## src/rtl/sync_fifo_pkg.sv

```systemverilog
// sync_fifo_pkg: shared types and defaults for the synch_fifo read side.
package sync_fifo_pkg;
  typedef enum logic [1:0] {IDLE, RUN, DRAIN} reader_state_e;
  localparam int DEF_FIFO_PTR = 4;
  localparam int DEF_FIFO_WIDTH = 32;
  localparam int RD_BUF_DEPTH = 2;
endpackage

```

## src/rtl/fifo_rd_buf2.sv

```systemverilog
// fifo_rd_buf2: 2-entry in-order buffer absorbing the FIFO read latency.
module fifo_rd_buf2 import sync_fifo_pkg::*; #(
  parameter int WIDTH = DEF_FIFO_WIDTH
) (
  input  logic             clk,
  input  logic             rst,
  input  logic             push,
  input  logic [WIDTH-1:0] push_data,
  input  logic             pop,
  output logic [WIDTH-1:0] head_data,
  output logic [1:0]       occ
);
  logic [WIDTH-1:0] mem [RD_BUF_DEPTH];
  logic rd_ptr, wr_ptr;
  assign head_data = mem[rd_ptr];
  always_ff @(posedge clk) begin
    if (rst) begin
      mem <= '{default: '0};
      rd_ptr <= 1'b0;
      wr_ptr <= 1'b0;
      occ <= 2'd0;
    end else begin
      if (push) mem[wr_ptr] <= push_data;
      wr_ptr <= wr_ptr ^ push;
      rd_ptr <= rd_ptr ^ pop;
      occ <= occ + {1'b0, push} - {1'b0, pop};
    end
  end
endmodule

```

## src/rtl/sync_fifo_reader.sv

```systemverilog
// sync_fifo_reader: synch_fifo read controller with valid/ready output and drain.
// Optional SYNC_FIFO_READER_CNT_EN adds the rd_count delivered-word counter.
module sync_fifo_reader import sync_fifo_pkg::*; #(
  parameter int FIFO_PTR = DEF_FIFO_PTR,
  parameter int FIFO_WIDTH = DEF_FIFO_WIDTH
) (
  input  logic                  clk,
  input  logic                  rst,
  input  logic                  run,
  input  logic                  drain_req,
  input  logic                  empty,
  input  logic [FIFO_PTR:0]     data_avail,
  input  logic [FIFO_WIDTH-1:0] read_data,
  output logic                  read_en,
  output logic                  m_valid,
  input  logic                  m_ready,
  output logic [FIFO_WIDTH-1:0] m_data,
`ifdef SYNC_FIFO_READER_CNT_EN
  output logic [31:0]           rd_count,
`endif
  output logic                  busy,
  output logic                  drain_done
);
  reader_state_e state;
  logic [1:0] occ;
  logic inflight, pop, done_fire;
  logic [2:0] level;
  fifo_rd_buf2 #(.WIDTH(FIFO_WIDTH)) u_buf (
    .clk(clk), .rst(rst), .push(inflight), .push_data(read_data),
    .pop(pop), .head_data(m_data), .occ(occ)
  );
  assign m_valid = occ != 2'd0;
  assign pop = m_valid && m_ready;
  // words held or owed after this cycle, before any new read
  assign level = {1'b0, occ} + {2'b0, inflight} - {2'b0, pop};
  assign read_en = !rst && !empty && (run || state == DRAIN) && level < 3'd2;
  assign busy = state == DRAIN;
  // completion is judged on post-cycle occupancy so the pulse follows the last accept directly
  assign done_fire = empty && data_avail == '0 && level == 3'd0 && (busy || drain_req);
  always_ff @(posedge clk) begin
    if (rst) begin
      state <= IDLE;
      inflight <= 1'b0;
      drain_done <= 1'b0;
    end else begin
      inflight <= read_en;
      drain_done <= done_fire;
      state <= (done_fire || (!busy && !drain_req)) ? (run ? RUN : IDLE) : DRAIN;
    end
  end
`ifdef SYNC_FIFO_READER_CNT_EN
  always_ff @(posedge clk) rd_count <= (rst || done_fire) ? 32'd0 : rd_count + {31'd0, pop};
`endif
endmodule
```

## config.mk

```make
export PLATFORM = sky130hd
export DESIGN_NAME = sync_fifo_reader
export DESIGN_NICKNAME = d
export VERILOG_FILES = /design/src/rtl/sync_fifo_pkg.sv /design/src/rtl/fifo_rd_buf2.sv /design/src/rtl/sync_fifo_reader.sv
export SDC_FILE = /design/constraint.sdc
export NUM_CORES = 1
export LEC_CHECK = 0
export BUFFER_PORTS_ARGS = -buffer_cell sky130_fd_sc_hd__buf_2
export CAP_MARGIN = 40
export CORE_UTILIZATION = 28
export CTS_BUF_LIST = sky130_fd_sc_hd__clkbuf_16
export CTS_CLUSTER_DIAMETER = 200
export DETAILED_ROUTE_END_ITERATION = 16
export PLACE_DENSITY = 0.48
export SLEW_MARGIN = 0
export SYNTH_ARGS = -nofsm -noshare
export SYNTH_HDL_FRONTEND = slang
export SYNTH_SLANG_ARGS = --single-unit
```

## constraint.sdc

```tcl
create_clock -name clk -period 2.13 [get_ports clk]
set_input_delay 0.3195 -clock clk [delete_from_list [all_inputs] [get_ports clk]]
set_output_delay 0.3195 -clock clk [all_outputs]
set_load 0.005 [all_outputs]
```

Yosys cells after proc, flatten, opt, wreduce, memory -nomap -nowiden
Cells that the tools add are included.
{"block": "totals", "reg_bits": 72, "input_bits": 43, "output_inout_bits": 36, "word_cells": 51}
{"block": "classes", "n_addsub": 4, "magnitude_cmp": 4, "eq_ne": 1, "n_mux": 8, "bitwise_logic": 5, "reduce_logical": 20}
{"cell": "32-bit 2-to-1 mux", "n": 4}
{"cell": "64-bit bitwise mux", "n": 1}
{"cell": "32-bit demux with 1-bit select", "n": 1}
{"cell": "1-bit logical AND", "n": 9}
{"cell": "5-bit logical NOT", "n": 1}
{"cell": "2-bit >= comparator (second input constant)", "n": 2}
{"cell": "1-bit logical NOT", "n": 4}
{"cell": "1-bit NOT with 2-bit output", "n": 2}
{"cell": "2-bit by 1-bit adder with 3-bit output", "n": 1}
{"cell": "3-bit logical NOT", "n": 1}
{"cell": "1-bit logical OR", "n": 3}
{"cell": "3-bit by 2-bit < comparator with 1-bit output (second input constant)", "n": 1}
{"cell": "3-bit by 1-bit subtractor with 3-bit output", "n": 1}
{"cell": "2-bit by 1-bit adder with 2-bit output", "n": 1}
{"cell": "2-bit == test (second input constant)", "n": 1}
{"cell": "2-bit by 1-bit < comparator with 1-bit output (second input constant)", "n": 1}
{"cell": "2-bit 2-to-1 mux", "n": 1}
{"cell": "2-bit nonzero test", "n": 1}
{"cell": "2-bit OR reduction", "n": 1}
{"cell": "2-bit by 1-bit subtractor with 2-bit output", "n": 1}
{"cell": "1-bit XOR", "n": 2}
{"cell": "1-bit 2-to-1 mux", "n": 1}
{"cell": "1-bit NOT", "n": 1}

Longest topological paths before layout
{"block": "depth", "ltp_word": 9, "mapped_depth": 8, "depth_no_buf": 8}

By module
From an unflattened synthesis, not the netlist that was laid out.
{"block": "hier_totals", "cells_unflattened": 287, "area_unflattened_um2": 3266.9}
{"module": "fifo_rd_buf2", "n_inst": 1, "cells_per_inst": 261, "area_each_um2": 3019.1, "seq_area_each_um2": 1361.3}
{"module": "sync_fifo_reader", "n_inst": 1, "cells_per_inst": 26, "area_each_um2": 247.7, "seq_area_each_um2": 80.1}

Least setup slack after synthesis
OpenSTA, ideal clock, no wires.
{"block": "synth_timing", "path_kind": "register to output", "start": "reg u_buf.occ[1]", "end": "out read_en", "t_arrival_ps": 2095, "required_ps": 1811, "path_slack_ps": -285, "stages_incl_launch_ff": 8, "n_path_buf": 0, "path_cell_list": "dfxtp_1 > o21a_1 > ha_1 > inv_1 > ha_1 > fa_1 > or3_1 > nor3_1"}
{"block": "synth_via", "elab_chain_cells": 5}
{"item": "from (decl)", "line": "fifo_rd_buf2.sv:11", "source": "output logic [1:0] occ"}
{"item": "from (signal assigned)", "line": "fifo_rd_buf2.sv:26", "source": "occ <= occ + {1'b0, push} - {1'b0, pop};"}
{"item": "branches (longest 2 deep; another with 2-bit by 1-bit adder with 3-bit output)"}
{"item": "3-bit by 1-bit subtractor with 3-bit output (*)", "line": "sync_fifo_reader.sv:35", "source": "assign level = {1'b0, occ} + {2'b0, inflight} - {2'b0, pop};"}
{"item": "named net level[1]", "line": "sync_fifo_reader.sv:27", "source": "logic [2:0] level;"}
{"item": "3-bit by 2-bit < comparator with 1-bit output (*)", "line": "sync_fifo_reader.sv:36", "source": "assign read_en = !rst && !empty && (run || state == DRAIN) && level < 3'd2;"}
{"item": "1-bit logical AND (*)", "line": "sync_fifo_reader.sv:36"}
{"item": "to (decl)", "line": "sync_fifo_reader.sv:14", "source": "output logic read_en,"}
Mark *: on every way through the listed nets, which the timed path passes.

Worst setup path after layout
{"block": "layout_timing", "start": "reg u_buf.occ[1]", "end": "out read_en"}
{"block": "layout_via", "elab_chain_cells": 5}
{"item": "branches (longest 2 deep; another with 2-bit by 1-bit adder with 3-bit output)"}
{"item": "3-bit by 1-bit subtractor with 3-bit output (*)", "line": "sync_fifo_reader.sv:35"}
{"item": "3-bit by 2-bit < comparator with 1-bit output (*)", "line": "sync_fifo_reader.sv:36"}
{"item": "1-bit logical AND (*)", "line": "sync_fifo_reader.sv:36"}
Mark *: on every way between the ends.

==> results.md <==
* Launch point of the worst reg-to-reg path: u_buf.occ[1]$_SDFF_PP0_
* Count of inserted antenna diode cells at 0
* Detailed-route DRC error count at 0
* Core area at 10400 µm²
* Setup Viol. Count Final at 3
* Final RePlAce weighted congestion at 0.735
* Synth Instances at 284
* Failing checks: setup timing
* Placed Area at 3620 µm²
* Hold-fix buffer count after cts at 0
* Count of TritonRoute iterations in the first routing pass at 3
* Starting Density at 0.291
* Skew final at 0.00490 ns
* Wire length of the first global-routing pass at 10700 µm
* Synthesized area divided by synthesized cell count at 10.7 µm²
* Worst path required time at 1.81 ns
* R2R Setup Slk at -0.48 ns
* Power density over the cells at 1120 nW/µm²
* Tightest hold margin at 0.203 ns
* Upper clock frequency limit at 364 MHz
* Core Rows at 37
* Post-synthesis sequential area ratio at 0.476
* Status: finished with violations
* Initial antenna violation count at 0
* Critical path capture point type: output port
* Transition time of the tightest slew-check pin at 0.379 ns
* Number of buffers created by CTS at 9
* Maximum level of the CTS H-tree at 3
* DR iter-0 viols at 37
* Fraction of layout cells with a size suffix above 1 at 0.423
* Count of synthesis-stage warnings from yosys at 0
* Layout overhead on the synthesized area at 33.1%
* Peak ir drop on the vdd network at 0.000481 V
* Via count of the first global-routing pass at 2318
* Class of the tightest hold or removal check: in -> reg
* Final-report max-slew violation count at 0
* Remaining max-slew budget at the tightest pin at 0.747
* Overall die height at 106 µm
* Design area at 4030 µm²
* Startpoint of the most critical setup path: u_buf.occ[1]$_SDFF_PP0_
* Count of input and output buffers at 78
* Hold violation total from the final report at 0
* Cell depth of the worst flop-to-flop path at 13
* Setup repair after global routing missed its margin: true
* Detailed-route vias per instance at 4.33
* Total Die Area at 11200 µm²
* Largest area contributor in the synthesized netlist: sky130_fd_sc_hd__dfxtp_1
* Clock-pin slew of the registers on the worst-case setup and hold paths at 0.06 ns
* Inst Count DP at 491
* #FFs+latches synth at 72
* Capturing point of the worst reg2reg path: drain_done$_SDFF_PP0_
* Area fraction of the dominant cell type after synthesis at 0.476
* Post-synthesis cell type count at 23
* Netlist area before placement at 3030 µm²
* MaxCap Viol Count at 0
* Synth top area cells: sky130_fd_sc_hd__dfxtp_1 48%, sky130_fd_sc_hd__mux2i_1 21%, sky130_fd_sc_hd__mux2_2 12%
* Pin count of the biggest net entering global routing at 37
* Die outline width at 106 µm
* Power, Total at 4.52 mW
* Remaining antenna violation count at 0
* Maximum clock path buffer count at 2
* GRT overflow at 0
* Setup Crit Path Kind: reg -> out
* Net count after synthesis at 332
* TritonCTS clock tree: done
* Post-route fraction of the period consumed by the critical path at 1.29
* Slowest cell on crit path: sky130_fd_sc_hd__fa_2
* Biggest fanout along the worst timing path at 2
* Minimum setup slack in the final design at -0.616 ns
* Total routed wirelength at 6550 µm
* Final net count at 419
* Total global-route track usage at 0.123
* Delay of the slowest cell on the worst path at 0.37 ns
* Clock root buffer: sky130_fd_sc_hd__clkbuf_16
* IO Count at 79
* CP arrival at 2.43 ns
* Final standard cell count with taps included and fillers excluded at 512
* Insertion delay of the later-clocked pin in the worst-skew pair at 0.32 ns
* TritonCTS sink count at 72
* Cell chain of the critical path: o21a_1 > ha_1 > inv_1 > ha_2 > fa_2 > xnor2_2 > or3_4 > nor3_2 > buf_2
* Leak Pwr at 1.70 nW
* Worst Setup EP: read_en
* Fin crit period at 2.75 ns
* Routed len/inst at 12.8 µm
* Final HPWL from detailed placement at 4430 µm
* Via count of the routed design at 2217
* Nature of the critical path startpoint: flop
* Post-Route Setup TNS at -1.57 ns
==> kinds of logic (layout without fill, tap and decap cells) <==
group	count (synthesis)	count (layout)	share of synthesized area
xor+xnor	2	2	0.00579
buf+inv	26	118	0.0388
flops	72	72	0.476
simple gates	80	80	0.117
compound gates	3	3	0.00868
mux	96	96	0.331
fa+ha+maj	5	5	0.0231
==> worst min path at each step <==
stage	cells past startpoint	to	slack, ns	start
after detailed placement	2	u_buf.mem[25]$_SDFFE_PP0P_	0.48	u_buf.mem[25]$_SDFFE_PP0P_
final	2	inflight$_SDFF_PP0_	0.20	empty
after floorplan	1	inflight$_SDFF_PP0_	0.40	empty
after CTS	2	inflight$_SDFF_PP0_	0.19	empty
after global routing	2	inflight$_SDFF_PP0_	0.19	empty
after global placement	2	u_buf.mem[13]$_SDFFE_PP0P_	0.47	u_buf.mem[13]$_SDFFE_PP0P_
==> timing repair <==
item,4_1_cts,5_1_grt
gates resized for setup,5,1
hold endpoints to repair,0,0
endpoints found under the setup margin,3,4
pin swaps,4,3
gates cloned,0,0
setup buffers,5,0
==> cell usage after synthesis <==
master,number
sky130_fd_sc_hd__xnor2_1,2
sky130_fd_sc_hd__nor4_4,1
sky130_fd_sc_hd__ha_1,4
sky130_fd_sc_hd__o21a_1,1
sky130_fd_sc_hd__fa_1,1
sky130_fd_sc_hd__nand2_1,1
sky130_fd_sc_hd__nor2b_1,3
sky130_fd_sc_hd__mux2_2,32
sky130_fd_sc_hd__a32o_2,1
sky130_fd_sc_hd__clkbuf_1,8
sky130_fd_sc_hd__inv_1,6
sky130_fd_sc_hd__mux2i_1,64
sky130_fd_sc_hd__nor3_1,2
sky130_fd_sc_hd__nor4b_1,1
sky130_fd_sc_hd__a211oi_1,1
sky130_fd_sc_hd__buf_6,1
sky130_fd_sc_hd__or4b_4,1
sky130_fd_sc_hd__buf_2,10
sky130_fd_sc_hd__nor3b_2,1
sky130_fd_sc_hd__or3_1,1
sky130_fd_sc_hd__dfxtp_1,72
sky130_fd_sc_hd__nor2_1,69
sky130_fd_sc_hd__buf_1,1
==> sequential cells by signal, indices dropped and copies added (netlist names) <==
name,count
drain_done,1
inflight,1
state,2
u_buf.mem,64
u_buf.occ,2
u_buf.rd_ptr,1
u_buf.wr_ptr,1
==> cells in the final DEF (no fill, tap or decap), types with 2 or more instances in the layout <==
cell and instances:
sky130_fd_sc_hd__nor2b_1 3, sky130_fd_sc_hd__mux2i_1 64, sky130_fd_sc_hd__inv_1 6, sky130_fd_sc_hd__nor3_2 2, sky130_fd_sc_hd__buf_2 78, sky130_fd_sc_hd__clkinv_4 2, sky130_fd_sc_hd__buf_4 14, sky130_fd_sc_hd__clkbuf_16 9
sky130_fd_sc_hd__buf_6 4, sky130_fd_sc_hd__bufinv_16 3, sky130_fd_sc_hd__ha_2 3, sky130_fd_sc_hd__mux2_2 32, sky130_fd_sc_hd__dfxtp_2 2, sky130_fd_sc_hd__nor2_1 69, sky130_fd_sc_hd__dfxtp_1 70
==> where the power goes <==
| part | total (mW) | internal, mW | switching (mW) | leakage (nW) |
|---|---|---|---|---|
| clock network | 1.72 | 1.15 | 0.572 | 0.166 |
| registers | 1.53 | 1.48 | 0.0585 | 0.584 |
| logic | 1.27 | 0.705 | 0.563 | 0.954 |
==> layout make-up <==
| cell class | instances | area [µm²] |
|---|---|---|
| Fill cell | 1066 | 6390 |
| Multi-Input combinational cell | 186 | 1510 |
| Sequential cell | 72 | 1440 |
| Timing Repair Buffer | 96 | 541 |
| Clock buffer | 9 | 225 |
| Tap cell | 136 | 170 |
| Clock inverter | 7 | 120 |
| Inverter | 6 | 22.5 |
==> layer usage <==
metal  global-route usage  vias to the layer above  share of wire
li1                     -                     1127              -
met1                0.141                     1042           0.46
met2                0.213                       42           0.50
met3               0.0319                        6          0.034
met4               0.0595                        0          0.012
met5                    0                        -              0
==> per-stage QoR <==
| stage | utilization | setup WS [ns] |
|---|---|---|
| final | 0.387 | -0.616 |
| after global placement | 0.348 | -0.325 |
| after global routing | 0.387 | -0.725 |
| after detailed placement | 0.348 | -0.356 |
| after CTS | 0.386 | -0.653 |
| after floorplan | - | -0.214 |
==> critical path: cells and delay by family (launching register included) <==
family	cells	cell delay, ns
fa+ha+maj	3	0.81
simple gates	2	0.47
flops	1	0.32
compound gates	1	0.19
buf+inv	2	0.17
xor+xnor	1	0.14
Power figures use the tool's default switching activity.
